--- config.mk ---
export PLATFORM = sky130hd
export DESIGN_NAME = adc_level_filter
export DESIGN_NICKNAME = d
export VERILOG_FILES = /design/src/rtl/adc_pkg.sv /design/src/rtl/adc_window_sum.sv /design/src/rtl/adc_level_filter.sv
export SDC_FILE = /design/constraint.sdc
export NUM_CORES = 1
export LEC_CHECK = 0
export ABC_AREA = 1
export CAP_MARGIN = 30
export CORE_MARGIN = 1
export CORE_UTILIZATION = 59
export CTS_BUF_LIST = sky130_fd_sc_hd__clkbuf_8
export CTS_CLUSTER_DIAMETER = 80
export DETAILED_ROUTE_END_ITERATION = 8
export PLACE_DENSITY = 0.86
export SLEW_MARGIN = 20
export SYNTH_ARGS = -nofsm -noshare
export SYNTH_HDL_FRONTEND = slang
export SYNTH_SLANG_ARGS = --single-unit
--- constraint.sdc ---
create_clock -name clk -period 2.81 [get_ports clk]
set_clock_uncertainty 0.05 [all_clocks]
set_input_delay 0.4215 -clock clk [delete_from_list [all_inputs] [get_ports clk]]
set_output_delay 0.4215 -clock clk [all_outputs]
set_load 0.05 [all_outputs]
--- src/rtl/adc_pkg.sv ---
// adc_pkg: shared constants and types for the ADC level filter.
//   WIN_LOG2   - log2 of the averaging window (4 samples)
//   SUM_W      - running-sum width (8-bit samples summed over the window)
//   LVL_SET_CV - volt_cv at or above which level_hi sets
//   LVL_CLR_CV - volt_cv below which level_hi clears
//   state_e    - warm-up / run state encoding
package adc_pkg;

  localparam int WIN_LOG2 = 2;
  localparam int SUM_W    = 8 + WIN_LOG2;

  localparam logic [8:0] LVL_SET_CV = 9'd400;
  localparam logic [8:0] LVL_CLR_CV = 9'd360;

  typedef enum logic {
    WARMUP = 1'b0,
    RUN    = 1'b1
  } state_e;

  // Hysteresis next value: set at/above SET, clear below CLR, else keep.
  function automatic logic lvl_next(input logic [8:0] volt, input logic cur);
    if (volt >= LVL_SET_CV)     return 1'b1;
    else if (volt < LVL_CLR_CV) return 1'b0;
    else                        return cur;
  endfunction

endpackage

--- src/rtl/adc_window_sum.sv ---
// adc_window_sum: circular sample buffer with a running sum.
//   clk, rst   - clock, async active-high reset
//   i_acc      - accept strobe; i_sample is written this cycle
//   i_sample   - 8-bit sample
//   o_avg      - truncated window mean, valid the cycle after i_acc
// The oldest entry always sits at the write pointer, so an accepted sample
// replaces it and the sum is corrected by (new - oldest) in one step.
module adc_window_sum
  import adc_pkg::*;
#(
  parameter int WLOG2 = 2
) (
  input  logic       clk,
  input  logic       rst,
  input  logic       i_acc,
  input  logic [7:0] i_sample,
  output logic [7:0] o_avg
);

  localparam int WIN = 1 << WLOG2;
  localparam int SW  = 8 + WLOG2;

  logic [WIN-1:0][7:0] r_buf;
  logic [WLOG2-1:0]    r_ptr;
  logic [SW-1:0]       r_sum;
  logic [7:0]          w_old;

  assign w_old = r_buf[r_ptr];

  always_ff @(posedge clk or posedge rst) begin
    if (rst) begin
      r_buf <= '0;
      r_ptr <= '0;
      r_sum <= '0;
    end else if (i_acc) begin
      r_buf[r_ptr] <= i_sample;
      r_ptr        <= r_ptr + 1'b1;
      // Buffer is zeroed on reset, so warm-up subtracts zeros.
      r_sum        <= r_sum - SW'(w_old) + SW'(i_sample);
    end
  end

  assign o_avg = r_sum[SW-1 -: 8];

endmodule

--- src/rtl/adc_level_filter.sv ---
// adc_level_filter: 4-sample moving average of ADC readings with a
// voltage-scaled output and a hysteresis level flag.
//   clk, rst     - clock, async active-high reset
//   sample       - 8-bit ADC conversion result
//   sample_valid - one-cycle sample strobe
//   hold         - drop incoming samples while high
//   avg          - window mean (registered)
//   volt_cv      - avg*2 in 0.01 V units (registered)
//   avg_valid    - one-cycle pulse when avg/volt_cv/level_hi update
//   level_hi     - hysteresis flag on volt_cv
//   warm         - high until the window has been filled once
// Latency: sample accepted in cycle N -> sum in N+1 -> outputs in N+2.
module adc_level_filter
  import adc_pkg::*;
#(
  parameter int WIN_LOG2 = adc_pkg::WIN_LOG2
) (
  input  logic       clk,
  input  logic       rst,
  input  logic [7:0] sample,
  input  logic       sample_valid,
  input  logic       hold,
  output logic [7:0] avg,
  output logic [8:0] volt_cv,
  output logic       avg_valid,
  output logic       level_hi,
  output logic       warm
);

  state_e              r_state, w_state_nxt;
  logic [WIN_LOG2-1:0] r_cnt;
  logic [1:0]          r_vld_pipe;
  logic                w_acc;
  logic                w_emit;
  logic [7:0]          w_avg;
  logic [8:0]          w_volt;
  logic [7:0]          r_avg;
  logic [8:0]          r_volt;
  logic                r_lvl;

  // Hold only gates acceptance; anything already in the pipe completes.
  assign w_acc = sample_valid & ~hold;

  adc_window_sum #(.WLOG2(WIN_LOG2)) u_win (
    .clk      (clk),
    .rst      (rst),
    .i_acc    (w_acc),
    .i_sample (sample),
    .o_avg    (w_avg)
  );

  // ---- FSM: state register
  always_ff @(posedge clk or posedge rst) begin
    if (rst) r_state <= WARMUP;
    else     r_state <= w_state_nxt;
  end

  // ---- FSM: next state
  always_comb begin
    w_state_nxt = r_state;
    if (r_state == WARMUP && w_acc && r_cnt == '1) w_state_nxt = RUN;
  end

  // ---- FSM: outputs
  always_comb begin
    warm   = (r_state == WARMUP);
    // The sample that completes the first window already gets a result.
    w_emit = w_acc && (r_state == RUN || r_cnt == '1);
  end

  // Accepted-sample counter, only meaningful during warm-up.
  always_ff @(posedge clk or posedge rst) begin
    if (rst)                             r_cnt <= '0;
    else if (r_state == WARMUP && w_acc) r_cnt <= r_cnt + 1'b1;
  end

  // [0]: sum updated this cycle; [1]: outputs updated this cycle.
  always_ff @(posedge clk or posedge rst) begin
    if (rst) r_vld_pipe <= '0;
    else     r_vld_pipe <= {r_vld_pipe[0], w_emit};
  end

  assign w_volt = {w_avg, 1'b0};

  always_ff @(posedge clk or posedge rst) begin
    if (rst) begin
      r_avg  <= '0;
      r_volt <= '0;
      r_lvl  <= 1'b0;
    end else if (r_vld_pipe[0]) begin
      r_avg  <= w_avg;
      r_volt <= w_volt;
      r_lvl  <= lvl_next(w_volt, r_lvl);
    end
  end

  assign avg       = r_avg;
  assign volt_cv   = r_volt;
  assign level_hi  = r_lvl;
  assign avg_valid = r_vld_pipe[1];

endmodule

* After elaboration in Yosys (flattened, before gate mapping)
Index checks and enable logic that the tools add are counted.
Operators by class: add/subtract/negate cells 4, order comparisons 4, equal/unequal tests 1, muxes and demuxes 7, bitwise logic cells 3, reductions and logical operators 7
Operators with widths (number):
- $bwmux W32 | 1
- $bmux W8 S2 | 1
- $demux W8 S2 | 1
- $mux W8 | 2
- $add A10 B8 Y10 | 1
- $sub A10 B8 Y10 | 1
- $ge A9 B9 Y1 const B | 1
- $lt A9 B9 Y1 const B | 1
- $add A2 B1 Y2 const B | 2
- $logic_and A1 B1 Y1 | 4
- $lt A2 B3 Y1 const B | 1
- $eq A2 B2 Y1 const B | 1
- $ge A2 B1 Y1 const B | 1
- $mux W1 | 2
- $not A1 Y1 | 2
- $reduce_and A2 Y1 | 1
- $reduce_bool A2 Y1 | 1
- $and A1 B1 Y1 | 1
- $logic_or A1 B1 Y1 | 1
Storage, ports and cells: flip-flop bits (word level) 58, input port bits 12, output and inout bits 20, word-level logic and storage cells 37

* Logic depth before layout (Yosys ltp)
depth after elaboration 5, gate-level depth with buffers 17

* Modules after synthesis
From an unflattened synthesis, not the netlist that was laid out.
Second synthesis, totals: cells, all modules 399, area total of the unflattened synthesis 3303.2 sq um
Modules (own cells, without submodules):
- adc_window_sum | instances 1, cells each 322, area an instance 2626.3 sq um, sequential area each 1101.1 sq um
- adc_level_filter | instances 1, cells each 77, area an instance 676.9 sq um, sequential area each 350.3 sq um

* Least setup slack after synthesis
Ideal clock, no wire load.
kind register -> register, from register u_win.r_ptr[0], to register u_win.r_sum[6], data arrival time 2381 ps, data required time 2637 ps, slack 256 ps, cell stages (with the launch flop) 15, clock period less this slack 2554 ps, path through dfrtp_1 -> buf_2 -> inv_1 -> buf_4 -> nor2_1 -> o22ai_1 -> fa_1 -> inv_1 -> fa_1 -> nand2_1 -> nand2_1 -> nand3b_1 -> nand2_1 -> o21ai_0 -> nand2_1
On the way: word-level cells in the longest chain between the ends 4
Ends and longest elaborated chain:
- start, declared | RTL line adc_window_sum.sv:24 | logic [WLOG2-1:0] r_ptr;
- start signal, assigned | RTL line adc_window_sum.sv:37 | r_ptr <= r_ptr + 1'b1;
- $bmux W8 S2 | RTL line adc_window_sum.sv:28 | assign w_old = r_buf[r_ptr];
- $mux W8 (implied by the code) | RTL line adc_window_sum.sv:28
- $sub A10 B8 Y10 | RTL line adc_window_sum.sv:39 | r_sum <= r_sum - SW'(w_old) + SW'(i_sample);
- $add A10 B8 Y10 | RTL line adc_window_sum.sv:39
- end signal, assigned | RTL line adc_window_sum.sv:39
- end, declared | RTL line adc_window_sum.sv:25 | logic [SW-1:0] r_sum;
No other way between the ends. The select of a mux whose other input is x is not followed. A chain may end at the register's enable or synchronous reset.

* Final worst setup path
from register u_win.r_ptr[0], to register u_win.r_sum[7]
The elaborated chain is that of the path after synthesis.

==> flow_metrics.env <==
export IMPL_status="finished clean"
export IMPL_arrival_ns=2.81
export IMPL_clock_root_buffer="clkbuf_8"
export IMPL_fp_row_count=26
export IMPL_synth_cell_types=30
export IMPL_drive_above_1_share_pct=9.43
export IMPL_synthTopCellsByCount="nand2_1, dfrtp_1, o21ai_0, inv_1, nor2_1"
export IMPL_syn_num_nets=403
export IMPL_start_kind="register"
export IMPL_cts_buffers_inserted=9
export IMPL_min_period_over_period_pct=94.1
export IMPL_routed_wl_mm=6.76
export IMPL_rsz0062_at_grt="no"
export IMPL_hold_viol=0
export IMPL_yosys_warnings=0
export IMPL_start_util_pct=61.5
export IMPL_min_period_ns=2.65
export IMPL_clk_latency_ns=0.35
export IMPL_drtIter0Drc=271
export IMPL_htree_levels=3
export IMPL_grt_pass1_vias=2443
export IMPL_yosysMostFrequentCell="nand2_1"
export IMPL_r2r_end="u_win.r_sum[7]"
export IMPL_cp_slowest_stage_delay_ns=0.45
export IMPL_ff2ff_setup_slack_ns=0.16
export IMPL_io_buffers=30
export IMPL_drc=0
export IMPL_synth_edf_count=0
export IMPL_finalWeightedCongestion=0.894
export IMPL_max_cap_viol_count=0
export IMPL_synthesis_area_um2=3160
export IMPL_fmax_mhz=378
export IMPL_async_reset_ff_share_pct=100
export IMPL_hold_class="input pin to async pin"
export IMPL_maxSlewViolCount=0
export IMPL_tightest_slew_ns=0.589
export IMPL_cts_tree="built"
export IMPL_die_area_um2=5650
export IMPL_grt_antenna_before_repair=0
export IMPL_place_area_um2=3480
export IMPL_area_growth_pct=16.8
export IMPL_path_max_fanout=10
export IMPL_first_pass_iters=6
export IMPL_ios=32
export IMPL_required_ns=2.98
export IMPL_ctsHoldBuffers=0
export IMPL_coreArea_um2=5140
export IMPL_synth_seq_cells=58
export IMPL_vias_per_cell=5.41
export IMPL_cts_sinks=58
export IMPL_synth_ff_type="dfrtp_1"
export IMPL_crit_path_end="u_win.r_sum[7]"
export IMPL_synth_largest_area_cell="dfrtp_1"
export IMPL_vias=2557
export IMPL_yosysSeqAreaShare_pct=45.9
export IMPL_r2r_start="u_win.r_ptr[0]"
export IMPL_cts_clk_slew_worst_paths_ns=0.07
export IMPL_grt_use_total_pct=27.5
export IMPL_relSlewSlack_pct=60.7
export IMPL_synth_area_leaders="dfrtp_1, nand2_1, o21ai_0"
export IMPL_dp_hpwl_mm=4.61
export IMPL_die_y_um=75.2
export IMPL_final_nets=435
export IMPL_ff2ff_path_depth=12
export IMPL_grt_pass1_wl_mm=11.2
export IMPL_finalSetupTns_ns=0
export IMPL_crit_chain="inv_1 -> buf_4 -> nand2_1 -> a32o_1 -> fa_1 -> ha_1 -> a21oi_1 -> nor2_1 -> nor2_1 -> nand3_1 -> nand3_1 -> o21ai_0"
export IMPL_antenna_cells=0
export IMPL_crit_path_start="u_win.r_ptr[0]"
export IMPL_crit_path_end_kind="register"
export IMPL_synth_top_area_share_pct=45.9
export IMPL_clock_path_buffers=2
export IMPL_grt_overflow_total=0
export IMPL_crit_type="register to register"
export IMPL_crit_slowest_cell="fa_1"
export IMPL_ant_nets=0
export IMPL_avgSynthCellArea_um2=8.64
export IMPL_die_w_um=75.2
export IMPL_final_area_um2=3690
export IMPL_syn_instance_count=366
export IMPL_drt_wirelength_per_cell_um=14.3
export IMPL_setup_viol=0
export IMPL_grt_max_degree=30
==> final cells by class <==
type                    instances  area, µm²
well taps                      70       87.6
repair buffers                 41        383
clock inverters                 4       17.5
multi-input cells             242       1410
repair inverters                1       7.51
clock buffers                  12        165
inverters                      45        173
fillers                       419       1450
flip-flops and latches         58       1450
==> metrics by stage <==
stage	hold slack (ns)	setup WS (ns)	utilization, %	std cells
after floorplan	0.299	0.256	-	366
after global placement	0.411	0.102	67.7	455
after detailed placement	0.419	0.0486	67.7	455
after CTS	0.434	0.174	71.3	471
after global routing	0.466	0.00821	71.8	473
final	0.428	0.165	71.8	473
==> worst min-delay path by stage <==
| stage | endpoint | slack (ns) | cells after the start |
|---|---|---|---|
| final | u_win.r_buf[31] | 0.43 | 2 |
| after CTS | u_win.r_buf[15] | 0.43 | 2 |
| after global placement | u_win.r_buf[11] | 0.41 | 2 |
| after floorplan | r_vld_pipe[1] | 0.30 | 0 |
| after global routing | u_win.r_buf[8] | 0.47 | 2 |
| after detailed placement | u_win.r_buf[15] | 0.42 | 2 |
==> cells by family after synthesis <==
family | Yosys count | share of synthesized area, %
buffers and inverters | 66 | 9.86
adders and majority gates | 25 | 11.8
AOI/OAI and AO/OA | 80 | 13.5
and+or+nand+nor | 130 | 16.8
DFF | 58 | 45.9
xor gates and xnor gates | 3 | 0.832
muxes | 3 | 1.19
other | 1 | 0.119
==> metal layers <==
layer	wire, µm	vias up	GRT usage (%)
met5	0	-	0
met4	145	0	11.7
met3	492	19	7.76
met2	3170	115	44.3
met1	2950	1190	35.0
li1	-	1233	-
==> cells in the final DEF (no fill, tap or decap), drive strengths merged, types with 3 or more instances in the layout <==
master	netlist	layout
a21oi	13	13
buf	21	11
clkbuf	0	12
clkdlybuf4s50	0	30
dfrtp	58	58
fa	8	8
ha	17	17
inv	45	46
mux2	3	3
nand2	85	85
nand3	10	10
nor2	31	31
o21ai	54	54
o22ai	9	9
==> flip-flops by register name (all words and copies together), names as in the netlist <==
name / flops
avg: 8
level_hi: 1
r_cnt: 2
r_state: 1
r_vld_pipe: 2
u_win.r_buf: 32
u_win.r_ptr: 2
u_win.r_sum: 10
==> critical path: cells and delay by family (launching register included) <==
kind | cells | cell delay [ns]
adder cells (fa/ha/maj) | 2 | 0.79
AO/OA/AOI/OAI | 3 | 0.58
AND/OR/NAND/NOR | 5 | 0.47
flip-flops | 1 | 0.39
buffers and inverters | 2 | 0.24
==> what timing repair did <==
item	4_1_cts	5_1_grt
gates resized for setup	0	8
setup endpoints to repair	0	3
setup buffers	0	1
Power is left out: the tool's default activity adds up to more than one toggle a clock period on the data nets, which glitch-free logic cannot reach.
